### src/rtl/result_pack.sv
// result_pack: collects 16/8-bit lane results into 64-bit words and issues them as sequential RAM writes.
// Define PACK_MASK_EN to add the wr_be byte-enable output for partial words.
module result_pack #(
    parameter int unsigned ADDR_W = 9
) (
    input  logic              clk,
    input  logic              rst,
    input  logic              start_pos,
    input  logic [1:0]        mode,
    input  logic [ADDR_W-1:0] base_addr,
    input  logic              flush,
    input  logic              in_valid,
    output logic              in_ready,
    input  logic [15:0]       lane_0,
    input  logic [15:0]       lane_1,
    input  logic [15:0]       lane_2,
    input  logic [15:0]       lane_3,
    output logic              wr_en,
    input  logic              wr_ready,
    output logic [ADDR_W-1:0] wr_addr,
    output logic [63:0]       wr_data,
`ifdef PACK_MASK_EN
    output logic [7:0]        wr_be,
`endif
    output logic              done
);

    localparam int unsigned WORD_W = 64;
    localparam int unsigned SLOT_W = 3;
`ifdef PACK_MASK_EN
    localparam int unsigned BE_W   = 8;
`endif

    typedef enum logic [2:0] {
        S_IDLE  = 3'd0,
        S_RUN   = 3'd1,
        S_FLUSH = 3'd2,
        S_DRAIN = 3'd3,
        S_DONE  = 3'd4
    } state_t;

    typedef enum logic [1:0] {
        M_WIDE   = 2'b00,
        M_LANE16 = 2'b01,
        M_LANE8  = 2'b10
    } mode_t;

    state_t              state;
    mode_t               mode_q;
    logic [SLOT_W-1:0]   slot;
    logic [WORD_W-1:0]   asm_q;

    logic                accept;
    logic                out_free;
    logic                word_done;
    logic [WORD_W-1:0]   asm_nx;
    logic [SLOT_W-1:0]   slot_nx;

    assign in_ready = (state == S_RUN) && (!wr_en || wr_ready);
    assign accept   = in_valid && in_ready;
    // Output register can take a new word this edge (empty, or its write is being accepted).
    assign out_free = !wr_en || wr_ready;

    // Merge the current beat into the assembly word.
    always_comb begin
        asm_nx    = asm_q;
        slot_nx   = slot;
        word_done = 1'b0;
        case (mode_q)
            M_LANE16: begin
                asm_nx[{slot[1:0], 4'd0} +: 16] = lane_0;
                word_done = (slot[1:0] == 2'd3);
                slot_nx   = slot + SLOT_W'(1);
            end
            M_LANE8: begin
                asm_nx[{slot, 3'd0} +: 8] = lane_0[7:0];
                word_done = (slot == 3'd7);
                slot_nx   = slot + SLOT_W'(1);
            end
            default: begin
                asm_nx    = {lane_3, lane_2, lane_1, lane_0};
                word_done = 1'b1;
                slot_nx   = '0;
            end
        endcase
    end

`ifdef PACK_MASK_EN
    logic [BE_W-1:0] be_part;

    // Byte enables covering only the filled slots of a partial word.
    always_comb begin
        be_part = '0;
        for (int i = 0; i < 8; i++) begin
            if (mode_q == M_LANE8) begin
                be_part[i] = (SLOT_W'(i) < slot);
            end else begin
                be_part[i] = (SLOT_W'(i / 2) < slot);
            end
        end
    end
`endif

    always_ff @(posedge clk or posedge rst) begin
        if (rst) begin
            state   <= S_IDLE;
            mode_q  <= M_WIDE;
            slot    <= '0;
            asm_q   <= '0;
            wr_en   <= 1'b0;
            wr_addr <= '0;
            wr_data <= '0;
`ifdef PACK_MASK_EN
            wr_be   <= '0;
`endif
            done    <= 1'b0;
        end else if (start_pos) begin
            // New job: drop any pending write and partial assembly.
            state   <= S_RUN;
            mode_q  <= (mode == 2'b11) ? M_WIDE : mode_t'(mode);
            slot    <= '0;
            asm_q   <= '0;
            wr_en   <= 1'b0;
            wr_addr <= base_addr;
            done    <= 1'b0;
        end else begin
            done <= 1'b0;
            if (wr_en && wr_ready) begin
                wr_en   <= 1'b0;
                wr_addr <= wr_addr + ADDR_W'(1);
            end
            case (state)
                S_IDLE: begin
                    state <= S_IDLE;
                end
                S_RUN: begin
                    if (accept) begin
                        if (word_done) begin
                            wr_en   <= 1'b1;
                            wr_data <= asm_nx;
`ifdef PACK_MASK_EN
                            wr_be   <= 8'hFF;
`endif
                            slot    <= '0;
                            asm_q   <= '0;
                        end else begin
                            slot  <= slot_nx;
                            asm_q <= asm_nx;
                        end
                    end
                    if (flush) begin
                        state <= S_FLUSH;
                    end
                end
                S_FLUSH: begin
                    if (slot == '0) begin
                        state <= S_DRAIN;
                    end else if (out_free) begin
                        wr_en   <= 1'b1;
                        wr_data <= asm_q;
`ifdef PACK_MASK_EN
                        wr_be   <= be_part;
`endif
                        slot    <= '0;
                        asm_q   <= '0;
                        state   <= S_DRAIN;
                    end
                end
                S_DRAIN: begin
                    if (out_free) begin
                        state <= S_DONE;
                        done  <= 1'b1;
                    end
                end
                S_DONE: begin
                    state <= S_IDLE;
                end
                default: begin
                    state <= S_IDLE;
                end
            endcase
        end
    end

endmodule

### config.mk
export PLATFORM = sky130hd
export DESIGN_NAME = result_pack
export DESIGN_NICKNAME = d
export VERILOG_FILES = /design/src/rtl/result_pack.sv
export SDC_FILE = /design/constraint.sdc
export NUM_CORES = 1
export LEC_CHECK = 0
export CORE_ASPECT_RATIO = 0.6
export CORE_UTILIZATION = 55
export DETAILED_ROUTE_END_ITERATION = 12
export DONT_BUFFER_PORTS = 1
export GPL_TIMING_DRIVEN = 1
export MAX_ROUTING_LAYER = met4
export PLACE_DENSITY = 0.7
export SLEW_MARGIN = 20
export SYNTH_ARGS = -nofsm -noshare
export SYNTH_HDL_FRONTEND = slang
export SYNTH_SLANG_ARGS = --single-unit
export TNS_END_PERCENT = 30
### constraint.sdc
create_clock -name clk -period 16 [get_ports clk]
set_input_delay 4.8 -clock clk [delete_from_list [all_inputs] [get_ports clk]]
set_output_delay 4.8 -clock clk [all_outputs]
set_load 0.03 [all_outputs]
==> flow_summary.json, run 1 <==
{
  "end_kind": "output port",
  "first_pass_iters": 7,
  "hold_class": "reg -> reg",
  "synth_cell_types": 64,
  "async_reset_ff_share_pct": 100,
  "grt_usage_pct": 33.6,
  "io_buffer_count": 0,
  "intPower_uw": 795,
  "grt_pass1_wl_um": 41000,
  "finalSetupViolCount": 0,
  "avgSynthCellArea_um2": 9.01,
  "relSlewSlack_pct": 26.1,
  "fin_crit_sh_pct": 63.3,
  "status": "completed",
  "syn_to_final_growth_pct": 4.77,
  "place_inst": 1081,
  "irDropWorstVdd_mv": 0.0891,
  "min_to": "asm_q[7]",
  "p_leak_uw": 0.00361,
  "swShare_pct": 42.8,
  "syn-cell-area_um2": 8730,
  "netlist_instances": 969,
  "dieArea_um2": 16400,
  "powerDensity_nw_per_um2": 152,
  "critPathBufInv": 0,
  "tightest_slew_ps": 1110,
  "required_ps": 11200,
  "whs_ps": 515,
  "seq_power_share_pct": 51.7,
  "synth_top_cell_by_area": "dfrtp_1",
  "design_area_um2": 9150,
  "grt_pass1_vias": 7298,
  "synth_top_area_share_pct": 42.1,
  "drcViolationCount": 0,
  "critical-path-slowest-cell": "nor2_1",
  "cts_resized": 0,
  "yosysMostFrequentCell": "dfrtp_1",
  "n_antenna_cell": 0,
  "clockPowerShare_pct": 28.4,
  "viasPerCell": 7.06,
  "start_util_pct": 56.6,
  "core_um2": 15400,
  "drive_above_1_share_pct": 7.91,
  "clock-sinks": 147,
  "place_area_um2": 8570,
  "cts-root-buf": "clkbuf_16",
  "yosysSeqAreaShare_pct": 42.1,
  "layout.nets": 988,
  "num_vias": 7863,
  "wl_um": 26300,
  "grt_overflow": 0,
  "cp_max_fo": 3,
  "clkLatencyLatePin_ps": 430,
  "start_kind": "input pin",
  "rsz0062_at_grt": "no",
  "syn-num-nets": 1060,
  "cts_tree": "done",
  "ant_nets": 0,
  "synth_edf_count": 0,
  "regToRegStartpoint": "slot[0]",
  "ios": 157,
  "crit_arrival_ps": 5330,
  "path_cells": "nor2b_1 > nor2_1",
  "ff2ff_setup_slack_ps": 12060,
  "rows": 35,
  "cts_setup_buffers": 0,
  "worst-r2r-cell-count": 8,
  "power_switching_uw": 594,
  "worstHoldStart": "asm_q[7]",
  "crit_cells": 2,
  "fin_total_pwr_uw": 1390,
  "hold_viol_final": 0,
  "synth_top_flop_cell": "dfrtp_1",
  "drtIter0Drc": 1232,
  "period_minus_slack_ps": 10130,
  "antenna_found_initial": 0,
  "r2r_end": "wr_data[48]",
  "critical_path_class": "in -> out",
  "cp_top_family": "simple AND/OR/NAND/NOR gates",
  "synthTopCellsByCount": "147 x dfrtp_1, 125 x nand2_1, 82 x nor2_1",
  "clock_path_buffers": 2,
  "synth_warnings": 0,
  "finClkSkew_ps": 16.4,
  "dpl.hpwl_um": 17100,
  "slowest_delay_ps": 460,
  "combPwrFrac_pct": 19.9,
  "grt_max_degree": 94,
  "fmax_ghz": 0.0987,
  "drv_slew": 0,
  "stdcell_count": 1113,
  "maxCapViolations": 0,
  "fin_setup_tns_ps": 0,
  "routabilityCongestion": 0.897,
  "synth_seq_cells": 147,
  "htree_levels": 4,
  "whs_path_depth": 1,
  "die_w_um": 165,
  "numCtsBuffers": 17,
  "wl_per_cell_um": 23.6,
  "die_h_um": 99.6,
  "holdBufCountCts": 0,
  "synth.area.top_cells": "dfrtp_1 42%, a221oi_1 5.8%, nand2_1 5.4%, a22o_1 4.0%, nor2_1 3.5%",
  "clk_pin_slew_worst_paths_ps": 60
}
## cell usage in the layout, fill, tap and decap left out, types with 12 or more instances in the layout
cell / n
a221oi_1: 58
nor3_1: 36
a21oi_1: 49
inv_1: 13
a31oi_1: 17
o211a_1: 16
nor2_1: 82
o22a_1: 16
a22oi_1: 17
dfrtp_1: 147
nand2_1: 125
o21ai_0: 60
a22o_1: 40
nor2b_1: 12
clkbuf_16: 17
nand3_1: 37
## registers in the layout, summed over array words and instances, names as in the netlist
signal and count:
state 3, done 1, wr_data 64, slot 3
asm_q 64, wr_en 1, wr_addr 9, mode_q 2
## power by group through the flow
stage | sequential, uW | clock, uW | combinational [uW]
2_1_floorplan | 693 | 0 | 233
3_3_place_gp | 720 | 0 | 261
3_5_place_dp | 725 | 0 | 273
4_1_cts | 718 | 396 | 274
5_1_grt | 731 | 411 | 309
6_report | 718 | 394 | 277
## logic make-up (layout without fill, tap and decap cells)
| logic type | after synthesis | after routing | synth area share [%] |
|---|---|---|---|
| AOI/OAI and AO/OA | 343 | 343 | 30.1 |
| xor gates and xnor gates | 9 | 9 | 0.903 |
| adders and majority gates | 10 | 10 | 1.43 |
| buffers and inverters | 114 | 55 | 6.31 |
| DFF | 147 | 147 | 42.1 |
| muxes | 2 | 2 | 0.229 |
| and+or+nand+nor | 344 | 344 | 18.9 |
## per-layer routing
| metal | share of wire [%] | up-vias | global-route usage (%) |
|---|---|---|---|
| met4 | 2.3 | 0 | 9.46 |
| li1 | - | 3476 | - |
| met3 | 12 | 60 | 8.26 |
| met5 | 0 | - | - |
| met2 | 41 | 465 | 45.5 |
| met1 | 44 | 3862 | 49.2 |
## worst max-delay path by stage
stage | startpoint | endpoint | slack, ps
after floorplan | wr_ready | in_ready | 5920
after global placement | wr_ready | in_ready | 5890
after detailed placement | wr_ready | in_ready | 5880
after CTS | wr_ready | in_ready | 5880
after global routing | wr_ready | in_ready | 5870
final | wr_ready | in_ready | 5870
## per-stage QoR
step / util [%] / worst slack [ps]
after global routing: 59.3 / 5870
after CTS: 59.3 / 5880
after detailed placement: 55.6 / 5880
after global placement: 55.6 / 5890
after floorplan: - / 5920
final: 59.3 / 5870
## cell type report
class,count,area [um^2]
fill,1332,6270
clock buffer,20,447
sequential,147,3680
clock inverter,12,123
multi-input combinational,708,4530
timing repair buffer,7,52.6
inverter,16,65.1
tap,203,254
No activity file was read; power rests on OpenSTA's default activity.
==> run 2, diff against run 1 <==
Clock period 16 ns to 10.4 ns, I/O delays scaled along.
==> flow_summary.json, run 2 (same netlist as run 1, synthesis figures left out) <==
{
  "layout_common_cells": "147 x dfrtp_1, 125 x nand2_1, 82 x nor2_1",
  "die_w_um": 165,
  "stdcell_count": 1113,
  "top_regs": "asm_q: 64 flops, wr_data: 64 flops, wr_addr: 9 flops",
  "wl_per_cell_um": 23.8,
  "routabilityCongestion": 0.903,
  "fin_setup_tns_ps": 0,
  "dpl.hpwl_um": 17100,
  "cts_setup_buffers": 0,
  "r2r_end": "wr_data[48]",
  "worst-r2r-cell-count": 8,
  "power_switching_uw": 913,
  "start_util_pct": 56.6,
  "cp_max_fo": 3,
  "hold_class": "reg -> reg",
  "dieArea_um2": 16400,
  "whs_path_depth": 1,
  "antenna_found_initial": 0,
  "place_inst": 1081,
  "worstHoldStart": "asm_q[0]",
  "start_kind": "input pin",
  "grt_pass1_vias": 7495,
  "viasPerCell": 7.02,
  "critical_path_class": "in -> out",
  "final_common_cell": "dfrtp_1",
  "hold_viol_final": 0,
  "setup_ws_ps": 3650,
  "slowest_delay_ps": 440,
  "wl_um": 26500,
  "ant_nets": 0,
  "cp_top_family": "simple AND/OR/NAND/NOR gates",
  "tightest_slew_ps": 1100,
  "crit_arrival_ps": 3630,
  "syn_to_final_growth_pct": 5.03,
  "period_minus_slack_ps": 6750,
  "min_to": "asm_q[0]",
  "ios": 157,
  "io_buffer_count": 0,
  "regToRegStartpoint": "slot[0]",
  "post-place-ws_ps": 3640,
  "intPower_uw": 1250,
  "powerDensity_nw_per_um2": 236,
  "clockPowerShare_pct": 29.1,
  "drive_above_1_share_pct": 8.02,
  "cts-root-buf": "clkbuf_16",
  "drtIter0Drc": 1204,
  "fin_total_pwr_uw": 2160,
  "irDropWorstVdd_mv": 0.124,
  "drv_slew": 0,
  "fin_util_pct": 59.5,
  "cts_resized": 0,
  "ff2ff_setup_slack_ps": 6460,
  "critPathBufInv": 0,
  "grt_overflow": 0,
  "finalSetupViolCount": 0,
  "clk_pin_slew_worst_paths_ps": 60,
  "path_cells": "nor2b_1 > nor2_1",
  "clkLatencyLatePin_ps": 430,
  "cts_tree": "done",
  "core_um2": 15400,
  "layout.nets": 988,
  "end_kind": "output port",
  "drcViolationCount": 0,
  "relSlewSlack_pct": 26.5,
  "grt_max_degree": 94,
  "clock-sinks": 147,
  "required_ps": 7280,
  "fmax_ghz": 0.148,
  "die_h_um": 99.6,
  "p_leak_uw": 0.00363,
  "maxCapViolations": 0,
  "rows": 35,
  "num_vias": 7811,
  "clock_path_buffers": 2,
  "numCtsBuffers": 17,
  "htree_levels": 4,
  "status": "completed",
  "holdBufCountCts": 0,
  "swShare_pct": 42.3,
  "first_pass_iters": 6,
  "grt_usage_pct": 34.1,
  "fin_crit_sh_pct": 64.9,
  "critical-path-slowest-cell": "nor2_1",
  "combPwrFrac_pct": 19.7,
  "grt_pass1_wl_um": 41600,
  "n_antenna_cell": 0,
  "rsz0062_at_grt": "no",
  "seq_power_share_pct": 51.2,
  "finClkSkew_ps": 11.2
}
==> run 2: cell types whose count changed in the layout (fill, tap and decap cells not counted), sizes merged <==
cell,delta
bufinv,+1
clkinvlp,-3
clkinv,+2
==> run 2: power groups by stage <==
| stage | Sequential (uW) | Combinational, uW | Clock, uW |
|---|---|---|---|
| 2_1_floorplan | 1070 | 358 | 0 |
| 3_3_place_gp | 1110 | 402 | 0 |
| 3_5_place_dp | 1120 | 421 | 0 |
| 4_1_cts | 1110 | 422 | 631 |
| 5_1_grt | 1130 | 478 | 657 |
| 6_report | 1110 | 426 | 628 |
==> run 2: metal layers <==
metal	vias up	track usage (%)	routed length, um
met3	65	10.8	3400
met2	498	46.3	11100
met5	-	-	0
met1	3781	47.9	11400
met4	0	10.7	563
li1	3467	-	-
==> run 2: how the worst max path moves through the flow <==
stage,start,to,slack (ps),depth (start not counted)
6_report,wr_ready,in_ready,3650,2
5_1_grt,wr_ready,in_ready,3620,2
4_1_cts,wr_ready,in_ready,3640,2
3_5_place_dp,wr_ready,in_ready,3640,2
3_3_place_gp,wr_ready,in_ready,3640,2
2_1_floorplan,rst,asm_q[0],3330,1
==> run 2: stage by stage <==
| step | instance area [um^2] | hold slack (ps) |
|---|---|---|
| floorplan | 8730 | 473 |
| global placement | 8570 | 488 |
| detailed placement | 8570 | 492 |
| CTS | 9160 | 509 |
| global route | 9170 | 520 |
| finish | 9170 | 514 |
==> run 2: area by class of cell <==
type | count | area, um^2
Inverter | 16 | 65.1
Fill cell | 1322 | 6250
Clock buffer | 20 | 447
Tap cell | 203 | 254
Multi-Input combinational cell | 708 | 4530
Sequential cell | 147 | 3680
Timing Repair Buffer | 7 | 52.6
Clock inverter | 12 | 145
==> run 3, diff against run 2 <==
Settings changed: ABC_AREA set to 1, PLACE_DENSITY 0.7 to 0.73.
Clock period 10.4 ns to 5.9 ns, I/O delays scaled along.
==> flow_summary.json, run 3 <==
{
  "die_h_um": 107,
  "powerDensity_nw_per_um2": 398,
  "ant_nets": 0,
  "start_util_pct": 57.5,
  "cts_setup_buffers": 0,
  "wl_um": 32500,
  "final.fill_count": 1690,
  "async_reset_ff_share_pct": 100,
  "core_um2": 17500,
  "finClkSkew_ps": 9.76,
  "relSlewSlack_pct": 35.6,
  "drv_slew": 0,
  "rsz0062_at_grt": "no",
  "finalSetupViolCount": 0,
  "fin_setup_tns_ps": 0,
  "htree_levels": 4,
  "synth_seq_cells": 147,
  "cts_tree": "done",
  "synth_top_cell_by_area": "dfrtp_1",
  "synth_top_flop_cell": "dfrtp_1",
  "routabilityCongestion": 1.03,
  "num_vias": 10400,
  "syn-cell-area_um2": 10100,
  "drtIter0Drc": 1332,
  "yosysMostFrequentCell": "nand2_1",
  "grt_max_degree": 97,
  "clk_pin_slew_worst_paths_ps": 60,
  "start_kind": "input pin",
  "place_area_um2": 10000,
  "first_pass_iters": 6,
  "critical-path-slowest-cell": "nor2_1",
  "cp_top_family": "simple AND/OR/NAND/NOR gates",
  "hold_viol_final": 0,
  "clock-sinks": 147,
  "slowest_delay_ps": 420,
  "critPathBufInv": 0,
  "period_minus_slack_ps": 4250,
  "syn-num-nets": 1660,
  "dpl.hpwl_um": 21800,
  "fin_crit_sh_pct": 72.1,
  "dieArea_um2": 18900,
  "critical_path_class": "in -> out",
  "irDropWorstVdd_mv": 0.248,
  "holdBufCountCts": 0,
  "drive_above_1_share_pct": 4.46,
  "synth_warnings": 0,
  "avgSynthCellArea_um2": 6.41,
  "wl_per_cell_um": 18.5,
  "post-place-ws_ps": 1670,
  "grt_pass1_vias": 9384,
  "yosysSeqAreaShare_pct": 36.6,
  "tightest_slew_ps": 966,
  "netlist_instances": 1569,
  "synthTopCellsByCount": "404 x nand2_1, 231 x nand3_1, 165 x inv_1",
  "synth.area.top_cells": "dfrtp_1 37%, nand2_1 15%, nand3_1 11%, o21ai_0 7.7%, inv_1 6.2%",
  "ios": 157,
  "cts_resized": 0,
  "grt_pass1_wl_um": 51500,
  "synth_cell_types": 33,
  "regArea_um2": 3680,
  "maxCapViolations": 0,
  "io_buffer_count": 0,
  "required_ps": 4130,
  "p_leak_uw": 0.00496,
  "fmax_ghz": 0.235,
  "grt_overflow": 0,
  "place_inst": 1724,
  "rows": 37,
  "end_kind": "output port",
  "path_cells": "nor2_1 > nor2_1",
  "clkLatencyLatePin_ps": 440,
  "setup_ws_ps": 1650,
  "final_common_cell": "nand2_1",
  "design_area_um2": 10600,
  "drcViolationCount": 0,
  "layout.nets": 1601,
  "top_regs": "asm_q: 64 flops, wr_data: 64 flops, wr_addr: 9 flops",
  "cts-root-buf": "clkbuf_16",
  "status": "completed",
  "hold_class": "reg -> reg",
  "cp_max_fo": 8,
  "antenna_found_initial": 1,
  "layout_common_cells": "404 x nand2_1, 230 x nand3_1, 163 x inv_1",
  "syn_to_final_growth_pct": 5.65,
  "synth_top_area_share_pct": 36.6,
  "critPathMostFrequentCell": "nor2_1",
  "multi_input_area_um2": 5290,
  "stdcell_count": 1758,
  "synth_edf_count": 0,
  "grt_usage_pct": 36.3,
  "crit_arrival_ps": 2480,
  "die_w_um": 177,
  "fin_total_pwr_uw": 4230,
  "numCtsBuffers": 17,
  "viasPerCell": 5.93,
  "clock_path_buffers": 2
}
run 3: path summary, 6_finish.rpt:
| path | startpoint | to | slack (ps) | cells after the start |
|---|---|---|---|---|
| min in group asynchronous | rst | wr_data[13] | 1300 | 1 |
| setup / recovery | wr_ready | in_ready | 1650 | 2 |
| hold / removal | asm_q[1] | asm_q[1] | 550 | 2 |
| hold reg to reg | asm_q[1] | asm_q[1] | 550 | 2 |
| max in group asynchronous | rst | asm_q[51] | 3580 | 2 |
| setup reg to reg | slot[0] | wr_data[7] | 2390 | 12 |
run 3: per-stage QoR:
stage          hold WS [ps]  util (%)
2_1_floorplan           498         -
3_3_place_gp            509      57.3
3_5_place_dp            531      57.3
4_1_cts                 544      60.6
5_1_grt                 565      60.7
6_report                545      60.7
run 3: cell families after synthesis:
logic type	Yosys count	synth area share (%)
buffers and inverters	267	11.1
xor gates and xnor gates	7	0.609
and+or+nand+nor	843	35.6
DFF	147	36.6
adders and majority gates	10	1.24
AOI/OAI and AO/OA	295	14.8
run 3: power breakdown:
group | switching, uW | internal [uW] | total [uW]
Clock | 475 | 606 | 1080
Sequential | 662 | 1270 | 1930
Combinational | 872 | 346 | 1220
Total | 2010 | 2220 | 4230
run 3: final cells by class:
class	count	area share, %
sequential	147	34.6
inverter	174	6.19
timing repair buffer	15	1.25
clock inverter	13	1.14
multi-input combinational	1155	49.8
antenna	1	0.0235
tap	234	2.75
clock buffer	19	4.26
run 3: worst reg2reg max path, stage by stage (launching register included):
cell and delay (ps):
dfrtp_1 320, buf_4 300, inv_2 170, ha_1 930, clkinv_1 460, nand2_1 280
nor2_2 140, nor2_1 120, nand2_1 180, nand2_1 180, nand2_1 120, nand2_1 100
a21oi_1 80
run 3: layer usage:
metal,up-vias,track usage [%],wire length [um]
met4,0,9.61,571
met2,586,47.5,13000
met1,4809,54.0,14800
li1,4971,-,-
met3,52,10.2,4040
met5,-,-,0
